File: src/rtl/life_gen_engine.sv
// life_gen_engine: 8x8 Game-of-Life generation engine for the VGA board renderer.
// Two flop banks: the renderer reads the display bank while the next
// generation is built cell-serially in the work bank; a one-cycle SWAP
// flips the bank select, so the renderer never sees a half-updated board.
//
// Pulse semantics: frame_tick, step_req and reseed are single-cycle pulses
// sampled on the rising clock edge; there is no back-pressure. A trigger
// (step_req or a due frame step) is accepted only in IDLE. A trigger that
// arrives while busy is dropped and latches overrun. A trigger that
// coincides with wr_en in IDLE is held for one cycle so the write lands first.
module life_gen_engine #(
  parameter int WIDTH_BITS     = 3,
  parameter int HEIGHT_BITS    = 3,
  parameter int FRAMES_PER_GEN = 60,
  parameter logic [(2**(WIDTH_BITS+HEIGHT_BITS))-1:0] SEED = 64'h0A30_1548_1148_1148
) (
  input  logic                              clk,
  input  logic                              reset,
  input  logic                              frame_tick,
  input  logic                              run,
  input  logic                              step_req,
  input  logic                              reseed,
  input  logic                              wr_en,
  input  logic [WIDTH_BITS+HEIGHT_BITS-1:0] wr_addr,
  input  logic                              wr_data,
  input  logic [WIDTH_BITS+HEIGHT_BITS-1:0] rd_addr,
  output logic                              rd_cell,
  output logic                              busy,
  output logic [15:0]                       gen_count,
  output logic                              overrun
);

  localparam int BOARD_WIDTH  = 2**WIDTH_BITS;
  localparam int BOARD_HEIGHT = 2**HEIGHT_BITS;
  localparam int SIZE         = BOARD_WIDTH * BOARD_HEIGHT;
  localparam int AW           = WIDTH_BITS + HEIGHT_BITS;
  localparam int FCW          = (FRAMES_PER_GEN > 1) ? $clog2(FRAMES_PER_GEN) : 1;

  typedef enum logic [1:0] {
    S_IDLE = 2'd0,
    S_SCAN = 2'd1,
    S_SWAP = 2'd2
  } state_t;

  state_t            state;
  logic [AW-1:0]     idx;
  logic              sel;
  logic              pend;
  logic [SIZE-1:0]   bank0;
  logic [SIZE-1:0]   bank1;
  logic [SIZE-1:0]   display;
  logic [FCW-1:0]    frame_cnt;
  logic              step_due;
  logic              trigger;
  logic [HEIGHT_BITS-1:0] scan_row;
  logic [WIDTH_BITS-1:0]  scan_col;
  logic [3:0]        nbr_count;
  logic              next_alive;

  // Display bank selection and the renderer read port.
  always_comb begin
    display = sel ? bank1 : bank0;
    rd_cell = display[rd_addr];
  end

  assign scan_row = idx[AW-1:WIDTH_BITS];
  assign scan_col = idx[WIDTH_BITS-1:0];

  assign step_due = frame_tick && run && (frame_cnt == FCW'(FRAMES_PER_GEN - 1));
  assign trigger  = step_due || step_req;
  assign busy     = (state != S_IDLE);

  // Frame pacing: counts ticks while running; the terminal tick raises step_due.
  always_ff @(posedge clk) begin
    if (reset) begin
      frame_cnt <= '0;
    end else if (frame_tick && run) begin
      frame_cnt <= step_due ? '0 : frame_cnt + 1'b1;
    end
  end

  // Neighbour count of the scanned cell; off-board positions are dead (no wrap).
  always_comb begin
    nbr_count = '0;
    for (int dr = -1; dr <= 1; dr++) begin
      for (int dc = -1; dc <= 1; dc++) begin
        int r;
        int c;
        r = int'(scan_row) + dr;
        c = int'(scan_col) + dc;
        if (!(dr == 0 && dc == 0) && r >= 0 && r < BOARD_HEIGHT &&
            c >= 0 && c < BOARD_WIDTH) begin
          nbr_count = nbr_count + {3'b000, display[AW'(r * BOARD_WIDTH + c)]};
        end
      end
    end
    next_alive = (nbr_count == 4'd3) || (display[idx] && (nbr_count == 4'd2));
  end

  // Engine FSM with bank storage: reseed > wr_en > trigger; SCAN fills the
  // work bank, SWAP publishes it.
  always_ff @(posedge clk) begin
    if (reset) begin
      state     <= S_IDLE;
      idx       <= '0;
      sel       <= 1'b0;
      pend      <= 1'b0;
      bank0     <= SEED;
      bank1     <= '0;
      gen_count <= '0;
      overrun   <= 1'b0;
    end else if (reseed) begin
      state   <= S_IDLE;
      idx     <= '0;
      pend    <= 1'b0;
      overrun <= 1'b0;
      if (sel) bank1 <= SEED;
      else     bank0 <= SEED;
    end else begin
      case (state)
        S_IDLE: begin
          if (wr_en) begin
            if (sel) bank1[wr_addr] <= wr_data;
            else     bank0[wr_addr] <= wr_data;
            if (trigger) pend <= 1'b1;
          end else if (trigger || pend) begin
            pend  <= 1'b0;
            idx   <= '0;
            state <= S_SCAN;
          end
        end
        S_SCAN: begin
          if (trigger) overrun <= 1'b1;
          if (sel) bank0[idx] <= next_alive;
          else     bank1[idx] <= next_alive;
          if (idx == AW'(SIZE - 1)) state <= S_SWAP;
          idx <= idx + 1'b1;
        end
        S_SWAP: begin
          if (trigger) overrun <= 1'b1;
          sel       <= ~sel;
          gen_count <= gen_count + 16'd1;
          state     <= S_IDLE;
        end
        default: state <= S_IDLE;
      endcase
    end
  end

endmodule

File: config.mk
export PLATFORM = sky130hd
export DESIGN_NAME = life_gen_engine
export DESIGN_NICKNAME = d
export VERILOG_FILES = /design/src/rtl/life_gen_engine.sv
export SDC_FILE = /design/constraint.sdc
export NUM_CORES = 1
export LEC_CHECK = 0
export CAP_MARGIN = 10
export CORE_MARGIN = 4
export CORE_UTILIZATION = 60
export DETAILED_ROUTE_END_ITERATION = 10
export PLACE_DENSITY_LB_ADDON = 0.2
export SKIP_LAST_GASP = 1
export SLEW_MARGIN = 20
export SYNTH_ARGS = -nofsm -noshare
export SYNTH_HDL_FRONTEND = slang
export SYNTH_SLANG_ARGS = --single-unit
File: constraint.sdc
create_clock -name clk -period 8.9 [get_ports clk]
set_input_delay 0.89 -clock clk [delete_from_list [all_inputs] [get_ports clk]]
set_output_delay 0.89 -clock clk [all_outputs]
set_load 0.01 [all_outputs]
After elaboration in Yosys (flattened, before gate mapping)

Index checks and enable logic that the tools add are counted.

Register bits: 161
Input port bits: 20
Output and inout bits: 19
Word-level logic and storage cells: 184

Add/sub/neg operators: 22
Magnitude comparators: 25
Equality and inequality tests: 17
Multiplexer cells: 68
Bitwise logic cells: 2
Reductions and logical operators: 41

Operators with widths:

| kind                                                | number |
|---|---|
| 2-to-1 mux 64 bit                                   | 11 |
| bitwise mux 64 bit                                  | 4 |
| case mux 64 bit (2 select lines)                    | 2 |
| < comparator 6 x 8 -> 1 bit, second input constant  | 8 |
| binary-select mux 1 bit (select 6 bit)              | 10 |
| adder 4 x 1 -> 4 bit                                | 7 |
| 2-to-1 mux 4 bit                                    | 7 |
| logical AND 1 bit                                   | 24 |
| 2-to-1 mux 1 bit                                    | 24 |
| < comparator 6 x 7 -> 1 bit, second input constant  | 3 |
| adder 6 x 4 -> 6 bit                                | 3 |
| adder 6 x 5 -> 6 bit                                | 3 |
| 2-to-1 mux 6 bit                                    | 3 |
| adder 16 x 1 -> 16 bit, second input constant       | 1 |
| != test 2 bit, second input constant                | 7 |
| adder 6 x 1 -> 6 bit, second input constant         | 2 |
| adder 6 bit                                         | 2 |
| demux 1 bit (select 6 bit)                          | 2 |
| equality test 6 bit, second input constant          | 2 |
| >= comparator 6 x 1 -> 1 bit, second input constant | 2 |
| case mux 6 bit (2 select lines)                     | 1 |
| adder 4 x 1 -> 5 bit, second input constant         | 2 |
| >= comparator 5 x 1 -> 1 bit, second input constant | 2 |
| < comparator 5 bit, second input constant           | 2 |
| other kinds (21)                                    | 41 |

Logic depth before layout (Yosys ltp)

Gate-level depths: netlist (run 1).

Depth after elaboration: 27
Mapped depth: 41
Depth with buffers taken out: 37

Worst setup path before layout (run 1)

OpenSTA, ideal clock, no wires.

Kind: register to register
Start point: register idx[0]
End point: register bank1[40]
Library setup time: 0.135 ns
Arrival: 7.784 ns
Required time: 8.765 ns
Slack: 0.981 ns
Stages on the path, launching flop included: 39
Buffers on the path: 3
Period minus slack after synthesis: 7.919 ns
Cell sequence: dfxtp_1 buf_4 inv_2 ha_1 ha_1 clkbuf_1 inv_1 fa_1 xor2_1 xnor2_1 mux4_2 nand2_1 o21ai_0 and3_1 ha_1 and2_1 ha_1 mux2i_1 [3 not listed] inv_1 ha_1 nand2_1 o21ai_0 ha_1 mux2_2 ha_1 nand2_1 nand2_1 ha_1 nand2_1 a21oi_1 a2111o_1 nor4_2 nor3_1 a2111oi_4 buf_6 a211oi_1

Word-level cells in the longest chain between the ends: 27
Elaborated cells between the ends (all ways): 86
Classes of those cells: add/sub: 17; order compare: 8; eq/ne: 2; mux: 40; reduce/logical: 19

Ends and longest elaborated chain:

| item                                                | line | RTL |
|---|---|---|
| start: declaration                                  | 46   | `logic [AW-1:0] idx;` |
| start signal: assignment                            | 137  | `idx <= idx + 1'b1;` |
| adder 4 x 1 -> 5 bit                                | 90   | `c = int'(scan_col) + dc;` |
| adder 6 x 5 -> 6 bit                                | 93   | `nbr_count = nbr_count + {3'b000, display[AW'(r * BOARD_WIDTH + c)]};` |
| binary-select mux 1 bit (select 6 bit)              | 93   |  |
| 2-to-1 mux 1 bit (implied by the code) (2 in a row) | 93   |  |
| 2-to-1 mux 1 bit                                    | 91   | `if (!(dr == 0 && dc == 0) && r >= 0 && r < BOARD_HEIGHT &&` |
| adder 4 x 1 -> 4 bit                                | 93   |  |
| 2-to-1 mux 4 bit                                    | 91   |  |
| adder 4 x 1 -> 4 bit                                | 93   |  |
| [10 not listed]                                     | --   |  |
| 2-to-1 mux 4 bit                                    | 91   |  |
| equality test 4 x 2 -> 1 bit                        | 97   | `next_alive = (nbr_count == 4'd3) \|\| (display[idx] && (nbr_count == 4'd2));` |
| logical AND 1 bit                                   | 97   |  |
| logical OR 1 bit                                    | 97   |  |
| bitwise mux 64 bit *                                | 135  | `else bank1[idx] <= next_alive;` |
| 2-to-1 mux 64 bit *                                 | 134  | `if (sel) bank0[idx] <= next_alive;` |
| case mux 64 bit (2 select lines) *                  | 120  | `case (state)` |
| 2-to-1 mux 64 bit *                                 | 112  | `end else if (reseed) begin` |
| end signal: indexed assignment                      | 123  | `if (sel) bank1[wr_addr] <= wr_data;` |
| end signal: indexed assignment                      | 135  |  |
| end: declaration                                    | 50   | `logic [SIZE-1:0] bank1;` |

Every way passes the cells marked *; elsewhere a longest branch is shown, timed or not. The select of a mux whose other input is x is not followed.
A chain may end at the register's enable or synchronous reset.

Worst setup path in the final report (run 1)

Start point: register idx[0]
End point: register bank1[24]

Same word-level chain as after synthesis.

==> results of run 1 <==
-- worst max-delay path by stage --
stage	slack, ps	endpoint
after floorplan	980	bank1[40]$_SDFFE_PP0P_
after global placement	720	bank1[3]$_SDFFE_PP0P_
after detailed placement	530	bank1[6]$_SDFFE_PP0P_
after CTS	380	bank1[24]$_SDFFE_PP0P_
after global routing	60	bank1[6]$_SDFFE_PP0P_
final	480	bank1[24]$_SDFFE_PP0P_
-- sequential cells by signal (all words and copies together), names as in the netlist --
register,flops
bank0,64
bank1,64
gen_count,16
frame_cnt,6
idx,6
state,2
overrun,1
pend,1
sel,1
-- per-stage QoR --
step | std cells | area, µm² | hold WS [ps]
5_1_grt | 1688 | 13500 | 509
3_5_place_dp | 1655 | 12900 | 471
2_1_floorplan | 1459 | 12400 | 451
3_3_place_gp | 1655 | 12900 | 464
6_report | 1689 | 13500 | 479
4_1_cts | 1687 | 13500 | 481
-- cell type report --
class / instances / area [µm²] / share of cell area (%)
multi-input cells: 1125 / 8550 / 63.1
flip-flops and latches: 161 / 3230 / 23.8
repair buffers: 81 / 737 / 5.44
clock buffers: 17 / 425 / 3.14
well taps: 270 / 338 / 2.50
clock inverters: 15 / 188 / 1.39
inverters: 19 / 71.3 / 0.527
diodes: 1 / 2.50 / 0.0185
-- cell usage after synthesis, types with 3 or more instances --
cell | count | area share, %
and2_1 | 6 | 0.30
o211ai_1 | 4 | 0.24
nor3_1 | 71 | 2.9
a41oi_1 | 36 | 2.5
nor3b_1 | 6 | 0.36
or3b_2 | 4 | 0.28
nand2_1 | 142 | 4.3
a31oi_1 | 8 | 0.40
mux4_2 | 60 | 11
a311o_1 | 49 | 3.9
ha_1 | 30 | 3.0
o21ai_0 | 26 | 1.0
o22ai_1 | 5 | 0.25
a2bb2oi_1 | 4 | 0.28
xor2_1 | 19 | 1.3
mux2_2 | 26 | 2.4
dfxtp_1 | 161 | 26
and3b_1 | 4 | 0.28
nor2b_1 | 4 | 0.20
buf_2 | 25 | 1.0
and3_1 | 8 | 0.40
nand2b_1 | 4 | 0.20
a211o_1 | 9 | 0.63
buf_1 | 14 | 0.42
xnor2_1 | 18 | 1.3
a211oi_1 | 137 | 8.3
or2_2 | 6 | 0.30
a21oi_1 | 161 | 6.5
o21a_1 | 4 | 0.24
nor4_1 | 5 | 0.25
clkbuf_1 | 104 | 3.1
buf_4 | 10 | 0.60
nand3_1 | 23 | 0.92
nor2_1 | 92 | 2.8
nand3b_1 | 5 | 0.30
fa_1 | 3 | 0.48
and4_1 | 3 | 0.21
inv_1 | 16 | 0.48
a22oi_1 | 20 | 1.2
mux2i_1 | 71 | 5.7
or3_1 | 3 | 0.15
nand4_1 | 14 | 0.70
-- worst min-delay path: stages, from the launching register on --
cell and delay (ps):
dfxtp_1 330, nand2_1 60, a21oi_1 50
-- layer usage --
layer | part of all wire, % | vias to the layer above
met5 | 0.030 | -
met4 | 6.1 | 2
met3 | 14 | 241
met2 | 41 | 990
met1 | 38 | 5808
li1 | - | 5548
-- where the power goes --
group	total, mW	switching, mW	internal [mW]	leakage, nW
logic	0.395	0.240	0.155	2.91
registers	0.779	0.0280	0.751	1.31
clock network	0.787	0.358	0.429	0.304
total	1.96	0.626	1.33	4.52
-- what timing repair did --
item,CTS,global route
gates resized for setup,0,2
hold endpoints to repair,0,0
buffers inserted,0,1
setup endpoints to repair,0,33
-- cells by family (layout without fill, tap and decap cells) --
kind of cell    after synthesis  in the layout
compound gates              486            486
xor+xnor                     38             38
fa+ha+maj                    33             33
buf+inv                     173            132
flops                       161            161
mux                         157            157
other cells                   0              1
simple gates                411            411
==> flow_metrics.env, run 1 <==
export IMPL_routed_wl_um=42900
export IMPL_crit_path_start_kind="flip-flop"
export IMPL_hp_start="frame_cnt[1]$_SDFFE_PP0P_"
export IMPL_core_area_mm2=0.0203
export IMPL_r2r_slack_ps=480
export IMPL_cp_depth=38
export IMPL_htreeDepth=4
export IMPL_worst_r2r_path_depth=38
export IMPL_tritoncts="done"
export IMPL_cp_max_fo=17
export IMPL_power_total_mw=1.96
export IMPL_cp_slowest_stage_delay_ps=560
export IMPL_cap_violations=0
export IMPL_r2r_end="bank1[24]$_SDFFE_PP0P_"
export IMPL_die_w_um=152
export IMPL_use_met3_pct=11.8
export IMPL_chipHeight_um=152
export IMPL_vias=12589
export IMPL_grt_pass1_vias=11537
export IMPL_hp_class="reg -> reg"
export IMPL_finalCritPeriodShare_pct=94.6
export IMPL_dr_pass1_iters=7
export IMPL_synth_avg_cell_area_um2=8.53
export IMPL_min_to="frame_cnt[1]$_SDFFE_PP0P_"
export IMPL_crit_type="reg -> reg"
export IMPL_grt_busiest_layer="met2"
export IMPL_antenna_found_initial=1
export IMPL_cp_arrival_ps=8770
export IMPL_leakage_nw=4.52
export IMPL_cp_end_kind="flip-flop"
export IMPL_slew_violations=0
export IMPL_crit_top_cell="ha_1"
export IMPL_finalSetupViolCount=0
export IMPL_cts_sinks=161
export IMPL_netlist_area_mm2=0.0124
export IMPL_yosysUniqueCellTypes=71
export IMPL_synth_top_family_by_area="compound AO/OA/AOI/OAI gates"
export IMPL_p_per_area_mw_per_mm2=145
export IMPL_fillers=1687
export IMPL_cp_required_ps=9250
export IMPL_area_growth_pct=8.78
export IMPL_finClkSkew_ps=8.51
export IMPL_io_buffers=38
export IMPL_synth_fa_ha_area_share_pct=3.50
export IMPL_relSlewSlack_pct=22.9
export IMPL_initial_core_util_pct=61.3
export IMPL_synth_edf_count=0
export IMPL_cts_clk_slew_worst_paths_ps=70
export IMPL_dpl_hpwl_um=28700
export IMPL_drtIter0Drc=1911
export IMPL_ys_seq_area_share_pct=25.9
export IMPL_wl_per_cell_um=25.4
export IMPL_min_path_cells=2
export IMPL_fin_ws_ps=479
export IMPL_die_area_mm2=0.0231
export IMPL_crit_buf_inv=3
export IMPL_clk_latency_ps=450
export IMPL_tns_ps=0
export IMPL_placementRows=52
export IMPL_max_freq_mhz=119
export IMPL_final_util_pct=66.7
export IMPL_hold_violations=0
export IMPL_viasPerCell=7.45
export IMPL_status="finished clean"
export IMPL_crit_slowest_cell="mux4_2"
export IMPL_crit_family="adder cells"
export IMPL_layout_common_cells="a21oi_1 (161), dfxtp_1 (159), nand2_1 (142)"
export IMPL_yosysWarnings=0
export IMPL_met1_usage_pct=48.4
export IMPL_grt_use_met2_pct=51.4
export IMPL_ys_ff_latch=161
export IMPL_reg2reg_from="idx[0]$_SDFFE_PP0P_"
export IMPL_grt_util_all_layers_pct=35.6
export IMPL_synth_xor_area_share_pct=2.78
export IMPL_ant_nets=0
export IMPL_syn_inst=1459
export IMPL_nets=1458
export IMPL_layout_drive_gt1_share_pct=13.6
export IMPL_grt_start_max_net_pins=105
export IMPL_layout_commonest_cell="a21oi_1"
export IMPL_hold_buffers=0
export IMPL_cp_startpoint="idx[0]$_SDFFE_PP0P_"
export IMPL_vdd_ir_drop_max_mv=0.124
export IMPL_async_flop_share_pct=0
export IMPL_worst_slew_pin_slew_ps=1150
export IMPL_cts_root_buf="clkbuf_16"
export IMPL_overflow=0
export IMPL_synthFlopType="dfxtp_1"
export IMPL_io_pins=39
export IMPL_clock_path_buffers=2
export IMPL_grt_pass1_wl_um=66500
export IMPL_synth_simple_area_share_pct=15.8
export IMPL_synthMuxAreaShare_pct=18.9
export IMPL_rsz0062_at_grt="false"
export IMPL_synth_fp_nets=1512
export IMPL_drc=0
export IMPL_place_congestion=1.01
export IMPL_layout_min_cycle_time_ps=8420
export IMPL_numCtsBuffers=17
export IMPL_synth_compound_area_share_pct=27.3
export IMPL_pre_cts_ws_ps=534
Note: power is estimated with default switching activity, not from simulation.
==> run 2, diff against run 1 <==
--- a/config.mk
+++ b/config.mk
@@ -9,6 +9,7 @@
 export CORE_MARGIN = 4
 export CORE_UTILIZATION = 60
 export DETAILED_ROUTE_END_ITERATION = 10
+export GPL_TIMING_DRIVEN = 0
 export PLACE_DENSITY_LB_ADDON = 0.2
 export SKIP_LAST_GASP = 1
 export SLEW_MARGIN = 20
==> run 2 against run 1 <==
Against the previous run:
- the run now ends with DRC left
- cell count grew 6.3%
- total power grew 4.3%
- clock skew grew 14 ps
- wire length grew 27%
- non-clock buffer count grew 107
- design area grew 3.9%
- worst setup slack lost 320 ps
- count of clock-buffer cells in the layout is the same
- maximum frequency shrank 3.6%
- largest power group unchanged
==> flow_metrics.env, run 2 (synthesis gave the netlist of run 1 again) <==
export IMPL_io_pins=39
export IMPL_hold_violations=0
export IMPL_grt_pass1_wl_um=81400
export IMPL_clk_latency_ps=450
export IMPL_htreeDepth=4
export IMPL_viasPerCell=7.64
export IMPL_grt_pass1_vias=12851
export IMPL_layout_common_cells="a21oi_1 (161), dfxtp_1 (159), nand2_1 (142)"
export IMPL_leakage_nw=4.66
export IMPL_cts_clk_slew_worst_paths_ps=80
export IMPL_violations="DRC"
export IMPL_endpoint="bank0[17]$_SDFFE_PP0P_"
export IMPL_relSlewSlack_pct=21.2
export IMPL_drtIter0Drc=2396
export IMPL_pre_cts_ws_ps=-784
export IMPL_worst_r2r_path_depth=36
export IMPL_die_w_um=152
export IMPL_vias=13715
export IMPL_power_total_mw=2.04
export IMPL_cp_required_ps=9220
export IMPL_cp_arrival_ps=9050
export IMPL_finalCritPeriodShare_pct=98.2
export IMPL_initial_core_util_pct=61.3
export IMPL_antenna_found_initial=0
export IMPL_grt_start_max_net_pins=21
export IMPL_hold_buffers=0
export IMPL_final_area_mm2=0.0141
export IMPL_crit_type="reg -> reg"
export IMPL_numCtsBuffers=17
export IMPL_antennaDiodeCount=0
export IMPL_die_area_mm2=0.0231
export IMPL_status="finished with violations"
export IMPL_layout_min_cycle_time_ps=8740
export IMPL_p_per_area_mw_per_mm2=145
export IMPL_overflow=0
export IMPL_grt_util_all_layers_pct=45.6
export IMPL_cp_slowest_stage_delay_ps=540
export IMPL_cts_root_buf="clkbuf_16"
export IMPL_crit_path_start_kind="flip-flop"
export IMPL_fin_ws_ps=162
export IMPL_finClkSkew_ps=22.5
export IMPL_reg2reg_from="sel$_SDFFE_PP0P_"
export IMPL_rsz0062_at_grt="true"
export IMPL_crit_slowest_cell="mux4_2"
export IMPL_max_freq_mhz=114
export IMPL_top_regs="bank0 x64, bank1 x64, gen_count x16"
export IMPL_cp_startpoint="sel$_SDFFE_PP0P_"
export IMPL_area_growth_pct=13.0
export IMPL_cp_max_fo=10
export IMPL_drc=1
export IMPL_holdWs_ps=487
export IMPL_chipHeight_um=152
export IMPL_r2r_end="bank0[17]$_SDFFE_PP0P_"
export IMPL_core_area_mm2=0.0203
export IMPL_io_buffers=32
export IMPL_r2r_slack_ps=160
export IMPL_slew_violations=0
export IMPL_layout_drive_gt1_share_pct=14.7
export IMPL_hp_class="reg -> reg"
export IMPL_crit_top_cell="ha_1"
export IMPL_layout_commonest_cell="a21oi_1"
export IMPL_placementRows=52
export IMPL_wl_per_cell_um=30.3
export IMPL_worst_slew_pin_slew_ps=1180
export IMPL_dpl_hpwl_um=39900
export IMPL_nets=1565
export IMPL_cts_sinks=161
export IMPL_clock_path_buffers=2
export IMPL_tritoncts="done"
export IMPL_vdd_ir_drop_max_mv=0.142
export IMPL_finalSetupViolCount=0
export IMPL_tns_ps=0
export IMPL_cap_violations=0
export IMPL_routed_wl_um=54500
export IMPL_cp_end_kind="flip-flop"
export IMPL_dr_pass1_iters=11
export IMPL_ant_nets=0
export IMPL_dpl_instance_area_mm2=0.0131
export IMPL_place_congestion=1.11
==> run 2: changes by cell type in the layout (fill, tap and decap cells not counted), moves of 8 or more <==
| cell | before | now |
|---|---|---|
| mux2i_1 | 71 | 63 |
| clkbuf_1 | 0 | 99 |
| buf_2 | 1 | 19 |
| buf_1 | 0 | 10 |
| clkinv_8 | 1 | 9 |
| buf_4 | 40 | 15 |
==> run 2: power breakdown <==
part           internal, mW  switching (mW)  total, mW
registers             0.751          0.0309      0.782
clock network         0.416           0.396      0.813
logic                 0.162           0.288      0.450
total                  1.33           0.715       2.04
==> run 2: worst min-delay path by stage <==
stage | startpoint | endpoint | depth (start not counted)
final | frame_cnt[1]$_SDFFE_PP0P_ | frame_cnt[1]$_SDFFE_PP0P_ | 2
after global routing | frame_cnt[5]$_SDFFE_PP0P_ | frame_cnt[5]$_SDFFE_PP0P_ | 2
after CTS | frame_cnt[5]$_SDFFE_PP0P_ | frame_cnt[5]$_SDFFE_PP0P_ | 2
after detailed placement | frame_cnt[5]$_SDFFE_PP0P_ | frame_cnt[5]$_SDFFE_PP0P_ | 2
after global placement | overrun$_SDFFE_PP0P_ | overrun$_SDFFE_PP0P_ | 2
after floorplan | frame_cnt[5]$_SDFFE_PP0P_ | frame_cnt[5]$_SDFFE_PP0P_ | 2
==> run 2: final cells by class <==
cell class / instances / area [µm²]
buffer: 150 / 691
timing repair buffer: 38 / 363
multi-input combinational: 1125 / 8710
tap: 270 / 338
inverter: 19 / 80.1
clock inverter: 15 / 235
fill: 1688 / 6230
clock buffer: 17 / 425
sequential: 161 / 3230
==> run 2: per-layer routing <==
layer  wire, µm  part of all wire [%]  vias to the layer above  track usage [%]
met4       3890                   7.1                        0             26.8
li1           -                     -                     5734                -
met3       8740                    16                      312             17.3
met5          0                     0                        -                0
met1      19800                    36                     6395             60.2
met2      22100                    40                     1274             63.3
==> run 2: timing repair <==
action | 4_1_cts | 5_1_grt
setup endpoints to repair | 128 | 128
pin swaps | 2 | 9
cloned | 0 | 0
buffers inserted | 3 | 2
gates resized for setup | 16 | 57
==> run 2: worst max-delay path: cells and delay by family (launching register included) <==
kind | cells | cell delay, ps
AND/OR/NAND/NOR | 10 | 1310
flip-flops | 1 | 310
multiplexers | 6 | 2070
AO/OA/AOI/OAI | 7 | 1440
adder cells (fa/ha/maj) | 7 | 2150
buffers and inverters | 6 | 1290
==> run 2: through the flow <==
stage | instances | util [%]
after floorplan | 1459 | -
after global placement | 1761 | 64.6
after detailed placement | 1762 | 64.7
after CTS | 1795 | 68.3
after global routing | 1795 | 69.3
final | 1795 | 69.3
